`src/rtl/display_mode_mux_if.sv`:
```
// Video-in / video-out bundle for display_mode_mux.
// The master side drives sync, controls and pixel buses; the slave side returns the selected pixel.
interface display_mode_mux_if;
    logic        i_posterize_en;
    logic [1:0]  i_display_sel;
    logic        i_vs;
    logic        i_hs;
    logic        i_de;
    logic [23:0] i_raw_data;
    logic [23:0] i_sobel_data;
    logic        o_vs;
    logic        o_hs;
    logic        o_de;
    logic [23:0] o_data;
    logic [1:0]  o_mode;

    modport master (
        output i_posterize_en, i_display_sel, i_vs, i_hs, i_de, i_raw_data, i_sobel_data,
        input  o_vs, o_hs, o_de, o_data, o_mode
    );

    modport slave (
        input  i_posterize_en, i_display_sel, i_vs, i_hs, i_de, i_raw_data, i_sobel_data,
        output o_vs, o_hs, o_de, o_data, o_mode
    );
endinterface

```
`src/rtl/display_mode_mux.sv`:
```
// Per-pixel choice of raw, Sobel, half-split or posterized video; mode is latched only at vsync rise.
// Define SPLIT_LINE_EN to draw a white divider column in the half-split modes.
module display_mode_mux #(
    parameter int H_ACTIVE  = 640,
    parameter int COL_WIDTH = 11,
    parameter int P_BITS    = 2
) (
    input  logic              i_pclk,
    input  logic              i_srst,
    display_mode_mux_if.slave bus
);
    // state            | meaning
    // MODE_RAW         | raw pixels on the whole screen (also after reset)
    // MODE_FULL_SOBEL  | Sobel pixels on the whole screen
    // MODE_HALF_SOBEL  | Sobel on the left half, raw on the right half
    // MODE_HALF_POST   | posterized raw on the left half, raw on the right half
    typedef enum logic [1:0] {
        MODE_RAW        = 2'd0,
        MODE_FULL_SOBEL = 2'd1,
        MODE_HALF_SOBEL = 2'd2,
        MODE_HALF_POST  = 2'd3
    } mode_t;

    localparam logic [COL_WIDTH-1:0] COL_SPLIT = COL_WIDTH'(H_ACTIVE / 2);
    localparam logic [COL_WIDTH-1:0] COL_MAX   = '1;

    mode_t                r_mode;
    mode_t                mode_next;
    mode_t                mode_dec;
    logic                 vs_d1;
    logic                 vs_rise;
    logic [COL_WIDTH-1:0] r_col;

    logic                 vs1, hs1, de1, left1;
    logic [23:0]          raw1, sobel1;
    mode_t                mode1;
`ifdef SPLIT_LINE_EN
    logic                 split1;
`endif
    logic [23:0]          pix_sel;

    function automatic logic [7:0] post_chan(input logic [7:0] c);
        logic [7:0] r;
        r = '0;
        for (int i = 0; i < 8; i++) begin
            r[7-i] = c[7 - (i % P_BITS)];
        end
        return r;
    endfunction

    always_comb begin
        mode_dec = MODE_RAW;
        case ({bus.i_posterize_en, bus.i_display_sel})
            3'b100:  mode_dec = MODE_RAW;
            3'b101:  mode_dec = MODE_FULL_SOBEL;
            3'b110:  mode_dec = MODE_HALF_SOBEL;
            3'b000:  mode_dec = MODE_HALF_POST;
            default: mode_dec = MODE_RAW;
        endcase
        vs_rise   = bus.i_vs & ~vs_d1;
        mode_next = vs_rise ? mode_dec : r_mode;
    end

    always_ff @(posedge i_pclk) begin
        if (i_srst) begin
            r_mode <= MODE_RAW;
            vs_d1  <= 1'b0;
            r_col  <= '0;
        end else begin
            r_mode <= mode_next;
            vs_d1  <= bus.i_vs;
            if (!bus.i_de) begin
                r_col <= '0;
            end else if (r_col != COL_MAX) begin
                r_col <= r_col + 1'b1;
            end
        end
    end

    // Stage 1 carries the mode being loaded this cycle, so a pixel on the vs-rise cycle already uses it.
    always_ff @(posedge i_pclk) begin
        if (i_srst) begin
            vs1    <= 1'b0;
            hs1    <= 1'b0;
            de1    <= 1'b0;
            left1  <= 1'b0;
            raw1   <= '0;
            sobel1 <= '0;
            mode1  <= MODE_RAW;
        end else begin
            vs1    <= bus.i_vs;
            hs1    <= bus.i_hs;
            de1    <= bus.i_de;
            left1  <= (r_col < COL_SPLIT);
            raw1   <= bus.i_raw_data;
            sobel1 <= bus.i_sobel_data;
            mode1  <= mode_next;
        end
    end

`ifdef SPLIT_LINE_EN
    always_ff @(posedge i_pclk) begin
        if (i_srst) begin
            split1 <= 1'b0;
        end else begin
            split1 <= (r_col == COL_SPLIT);
        end
    end
`endif

    always_comb begin
        pix_sel = raw1;
        case (mode1)
            MODE_FULL_SOBEL: pix_sel = sobel1;
            MODE_HALF_SOBEL: pix_sel = left1 ? sobel1 : raw1;
            MODE_HALF_POST:  pix_sel = left1 ? {post_chan(raw1[23:16]), post_chan(raw1[15:8]),
                                                post_chan(raw1[7:0])} : raw1;
            default:         pix_sel = raw1;
        endcase
`ifdef SPLIT_LINE_EN
        if (split1 && (mode1 == MODE_HALF_SOBEL || mode1 == MODE_HALF_POST)) begin
            pix_sel = 24'hFFFFFF;
        end
`endif
    end

    always_ff @(posedge i_pclk) begin
        if (i_srst) begin
            bus.o_vs   <= 1'b0;
            bus.o_hs   <= 1'b0;
            bus.o_de   <= 1'b0;
            bus.o_data <= '0;
            bus.o_mode <= 2'd0;
        end else begin
            bus.o_vs   <= vs1;
            bus.o_hs   <= hs1;
            bus.o_de   <= de1;
            bus.o_data <= de1 ? pix_sel : 24'h0;
            bus.o_mode <= mode1;
        end
    end
endmodule

```
`src/flat_wrapper.sv`:
```
// flat-port wrapper written by rule: the top's interface ports become plain ports
module display_mode_mux_flat 
#(
    parameter int H_ACTIVE  = 640,
    parameter int COL_WIDTH = 11,
    parameter int P_BITS    = 2
)
  (i_pclk, i_srst, bus_i_posterize_en, bus_i_display_sel, bus_i_vs, bus_i_hs, bus_i_de, bus_i_raw_data, bus_i_sobel_data, bus_o_vs, bus_o_hs, bus_o_de, bus_o_data, bus_o_mode);
  display_mode_mux_if bus_i ();
  input  logic i_pclk;
  input  logic i_srst;
  input wire logic [$bits(bus_i.i_posterize_en)-1:0] bus_i_posterize_en;
  input wire logic [$bits(bus_i.i_display_sel)-1:0] bus_i_display_sel;
  input wire logic [$bits(bus_i.i_vs)-1:0] bus_i_vs;
  input wire logic [$bits(bus_i.i_hs)-1:0] bus_i_hs;
  input wire logic [$bits(bus_i.i_de)-1:0] bus_i_de;
  input wire logic [$bits(bus_i.i_raw_data)-1:0] bus_i_raw_data;
  input wire logic [$bits(bus_i.i_sobel_data)-1:0] bus_i_sobel_data;
  output wire logic [$bits(bus_i.o_vs)-1:0] bus_o_vs;
  output wire logic [$bits(bus_i.o_hs)-1:0] bus_o_hs;
  output wire logic [$bits(bus_i.o_de)-1:0] bus_o_de;
  output wire logic [$bits(bus_i.o_data)-1:0] bus_o_data;
  output wire logic [$bits(bus_i.o_mode)-1:0] bus_o_mode;
  assign bus_i.i_posterize_en = bus_i_posterize_en;
  assign bus_i.i_display_sel = bus_i_display_sel;
  assign bus_i.i_vs = bus_i_vs;
  assign bus_i.i_hs = bus_i_hs;
  assign bus_i.i_de = bus_i_de;
  assign bus_i.i_raw_data = bus_i_raw_data;
  assign bus_i.i_sobel_data = bus_i_sobel_data;
  assign bus_o_vs = bus_i.o_vs;
  assign bus_o_hs = bus_i.o_hs;
  assign bus_o_de = bus_i.o_de;
  assign bus_o_data = bus_i.o_data;
  assign bus_o_mode = bus_i.o_mode;
  display_mode_mux #(.H_ACTIVE(H_ACTIVE), .COL_WIDTH(COL_WIDTH), .P_BITS(P_BITS)) u_core (.i_pclk(i_pclk), .i_srst(i_srst), .bus(bus_i));
endmodule
```
`config.mk`:
```
export PLATFORM = sky130hd
export DESIGN_NAME = display_mode_mux_flat
export DESIGN_NICKNAME = d
export VERILOG_FILES = /design/src/rtl/display_mode_mux_if.sv /design/src/rtl/display_mode_mux.sv /design/src/flat_wrapper.sv
export SDC_FILE = /design/constraint.sdc
export NUM_CORES = 1
export LEC_CHECK = 0
export ABC_AREA = 1
export CAP_MARGIN = 10
export CELL_PAD_IN_SITES_DETAIL_PLACEMENT = 0
export CELL_PAD_IN_SITES_GLOBAL_PLACEMENT = 1
export CORE_MARGIN = 3
export CORE_UTILIZATION = 31
export DETAILED_ROUTE_END_ITERATION = 7
export HOLD_SLACK_MARGIN = 0.12
export PLACE_DENSITY_LB_ADDON = 0.1
export SLEW_MARGIN = 20
export SYNTH_ARGS = -nofsm -noshare
export SYNTH_HDL_FRONTEND = slang
export SYNTH_SLANG_ARGS = --single-unit
```
`constraint.sdc`:
```
create_clock -name i_pclk -period 1.3 [get_ports i_pclk]
set_input_delay 0.13 -clock i_pclk [delete_from_list [all_inputs] [get_ports i_pclk]]
set_output_delay 0.13 -clock i_pclk [all_outputs]
set_load 0.01 [all_outputs]
```
### After elaboration in Yosys (flattened, before gate mapping)

Cells that the tools add are included.

* flip-flop bits (word level): 94
* output and inout port bits: 29
* word-level logic and storage cells: 32
* input port bits: 56

* bitwise gates (word level): 4
* add/subtract/negate cells: 1
* equal/unequal tests: 6
* $lt $le $gt $ge: 1
* reductions and logical operators: 3
* multiplexer cells: 4

Operators with widths (count)
* 24-bit case mux with 3 select lines: 1
* 24-bit two-way mux: 1
* 22-bit two-way mux: 1
* 11-bit by 1-bit adder with 11-bit output (second input constant): 1
* 11-bit by 9-bit less-than comparator with 1-bit output (second input constant): 1
* 11-bit inequality test (second input constant): 1
* 3-bit == test (second input constant): 2
* 2-bit case mux with 3 select lines: 1
* 2-bit == test (second input constant): 2
* 2-bit OR reduction: 2
* 3-bit logical NOT: 1
* 1-bit NOT: 3
* 2-bit by 1-bit == test with 1-bit output (second input constant): 1
* 1-bit bitwise AND: 1

### Logic depth before layout (Yosys ltp)

* depth in word-level cells: 2
* mapped depth: 9
* mapped depth without buffers: 8

### Least setup slack after synthesis

OpenSTA, ideal clock, no wires.

* path type: flip-flop to flip-flop
* start: register u_core.r_col[0]
* end: register u_core.r_col[0]
* cell stages (with the launch flop): 8
* path buffers: 0
* period minus slack after synthesis: 1.259 ns
* required time: 1.229 ns
* setup slack: 0.041 ns
* setup time: 0.071 ns
* data arrival time: 1.188 ns
* cell sequence: dfxtp_1 ha_1 nand3_2 nor2_4 nand3_4 clkinv_2 nand2_1 a21oi_1

* longest elaborated chain between the ends: 1
* elaborated cells on any way between the ends: 2
* those cells by class: 1 x add/sub; 1 x eq/ne

Ends and longest elaborated chain
* start: declaration: RTL line display_mode_mux.sv:32 `logic [COL_WIDTH-1:0] r_col;`
* start signal: assignment: RTL line display_mode_mux.sv:75 `r_col <= r_col + 1'b1;`
* 11-bit by 1-bit adder with 11-bit output / 11-bit inequality test (equally long branches): RTL line display_mode_mux.sv:75, display_mode_mux.sv:74

Parallel ways exist; a longest one is shown, timed or not.
A chain may end at the register's enable or synchronous reset.

### Final worst setup path

Ends and elaborated chain as after synthesis.

==> reports/metrics.yaml <==
detailed_routing:
  wl_per_cell_um: 10.8
  initialDrtViolationCount: 53
  routed-via-count: 2595
  via_per_inst: 3.99
  dr.pass1.iters: 4
  routed_wl_um: 7010
  route.detailed.drc: 0
  postRouteAntennaNets: 0
critical_path:
  critPathKind: "register to register"
  cp-start-kind: "register"
  critical_path_depth: 7
  crit_arrival_ns: 1.49
  cp_max_fo: 8
  required_ns: 1.58
  reg2reg_slack_ns: 0.09
  rr_startpoint: "u_core.r_col[0]"
  cp_slowest_cell: "dfxtp_2"
  critPathMaxStageDelay_ns: 0.36
  crit_chain: "ha_4 > nand3_4 > nor2_4 > nand3_4 > clkinv_4 > nand2_1 > a21oi_2"
  crit_buf_inv: 1
  end_kind: "register"
  critPathTopFamily: "simple AND/OR/NAND/NOR gates"
  rr_worst_depth: 7
  cp_common_cell: "nand3_4"
  critical_path.startpoint: "u_core.r_col[0]"
yosys:
  yosys_warnings: 0
  yosysTopAreaCellShare: 0.573
  ys_seq_elements: 94
  synth_nets: 475
  syn_area_mm2: 0.00328
  netlist.top_cell.by_area: "dfxtp_1"
  synth.area.top_cells: "dfxtp_1 (57%), inv_1 (10%), nand2_1 (9.7%), nor2_1 (8.7%), nand3_1 (3.7%)"
  seq_area_frac_synth: 0.573
  syn_area_per_cell_um2: 7.85
  syn_inst: 418
  yosysUniqueCellTypes: 26
place:
  io_buffers: 84
  gp_congestion: 0.740
  hpwl_um: 4850
  place_area_mm2: 0.00431
timing:
  worst_pin_slew_ns: 0.299
  finalSetupViolations: 0
  final.min_clock_period_ns: 1.21
  hold_viol: 0
  clock_skew_ns: 0.0120
  drv_slew: 0
  fin_crit_sh: 0.930
  relSlewSlack: 0.800
  fmax_mhz: 827
  rsz0062_at_grt: "yes"
outcome:
  status: "finished clean"
clock_network:
  hold_buffers: 0
  cts_tree: "built"
  clockBufferDepth: 2
  clkTransAtPathRegs_ns: 0.09
  cts_sinks: 94
  cts_max_level: 3
  root_buffer: "clkbuf_8"
  cts_buffers: 9
  clock_latency_ns: 0.36
floorplan:
  start_util: 0.327
  core_area_mm2: 0.0100
  row_count: 36
  die_h_um: 109
  pin_count: 85
  die_area_mm2: 0.0119
  die_w_um: 109
finish:
  regArea_mm2: 0.00188
  drive_gt1_frac: 0.0927
  fillCellCount: 1052
  multi_input_area_mm2: 0.00103
  fin_area_mm2: 0.00454
  nets: 570
  num_antenna_cells: 0
  area_delta_synth_final_pct: 38.4
run:
  max_cap_violations: 0
worst_hold_path:
  min_from: "i_srst"
  hold_path_class: "input port to register"
  hold_depth: 3
pwr:
  power_density_mw_per_mm2: 1180
  p_leak_nw: 2.36
  total_power_mw: 5.38
  peakVddDrop_mv: 0.420
grt:
  grt_pass1_vias: 2533
  grt.total_usage: 0.128
  grt_pass1_wl_um: 11800
  grt.overflow.total: 0
  grt_max_degree: 58
  antenna_found_initial: 0
cell families after synthesis:
| family | count (synthesis) | synth area share |
|---|---|---|
| flops | 94 | 0.573 |
| simple gates | 195 | 0.251 |
| buf+inv | 104 | 0.128 |
| xor+xnor | 6 | 0.0160 |
| fa+ha+maj | 1 | 0.00381 |
| compound gates | 18 | 0.0282 |
routing by layer:
layer / track usage / vias to the layer above / part of all wire
met5: 0 / - / 0
met4: 0.0595 / 0 / 0.019
met3: 0.0290 / 12 / 0.057
met2: 0.213 / 51 / 0.49
met1: 0.157 / 1128 / 0.44
li1: - / 1404 / -
flip-flops by register name (all words and copies together), names as in the netlist:
signal	flops
u_core.r_col	11
u_core.bus.o_mode	2
u_core.vs_d1	1
u_core.bus.o_hs	1
u_core.bus.o_vs	1
u_core.sobel1	24
u_core.bus.o_de	1
u_core.de1	1
u_core.left1	1
u_core.r_mode	2
u_core.hs1	1
u_core.bus.o_data	24
u_core.raw1	24
power breakdown:
group / switching [mW] / leakage (nW) / internal, mW
clock: 1.01 / 0.0922 / 0.813
sequential: 0.0333 / 0.775 / 2.99
combinational: 0.255 / 1.50 / 0.275
final timing paths:
path                                         to
worst min register to register  u_core.bus.o_hs
worst max-delay path            u_core.r_col[0]
worst min-delay path             u_core.raw1[4]
worst max register to register  u_core.r_col[0]
worst min-delay path, delay by kind of cell:
kind	cells	cell delay [ns]
buffers and inverters	2	0.30
AND/OR/NAND/NOR	1	0.11
final cells by class:
cell class                      instances  area share
Timing Repair Buffer                   95       0.200
Clock inverter                          5     0.00909
Sequential cell                        94       0.415
Clock buffer                           11      0.0333
Multi-Input combinational cell        220       0.228
Tap cell                              133      0.0366
Inverter                               93      0.0790
synth_stat cells:
master and n:
nor4_1 1, nand2_1 85, buf_1 3, nand3b_1 1
nand4_1 2, clkbuf_1 2, a21oi_1 9, buf_2 1
nor2_1 76, buf_6 2, nand3_4 2, o21ai_0 8
inv_2 2, buf_4 3, xnor2_1 3, a22oi_1 1
dfxtp_1 94, clkinv_2 1, nand3_1 24, nand3_2 1
nand2_2 1, nand2_4 1, nor2_4 1, ha_1 1
inv_1 90, xor2_1 3
cells in the final DEF (no fill, tap or decap), types with 8 or more instances in the layout:
cell type        netlist  final
inv_1                 90     90
buf_4                  3      9
clkdlybuf4s50_1        0     54
nand2_1               85     84
dlygate4sd2_1          0     29
o21ai_0                8      8
nor2_1                76     72
nand3_1               24     24
clkbuf_8               0     11
dfxtp_1               94     92
per-stage QoR:
stage	hold WS (ns)	setup slack, ns	instances	setup TNS [ns]	utilization
2_1_floorplan	0.237	0.0408	418	0	-
4_1_cts	0.229	0.000691	650	0	0.446
3_3_place_gp	0.391	0.0661	633	0	0.429
3_5_place_dp	0.402	0.00272	633	0	0.429
5_1_grt	0.240	-0.0293	651	-0.0528	0.452
6_report	0.227	0.0907	651	0	0.452
what timing repair did:
item / CTS / global route
setup endpoints to repair: 30 / 34
pin swaps: 2 / 3
resized for setup: 33 / 14
buffers inserted: 1 / 1
No activity file was read; power rests on OpenSTA's default activity.
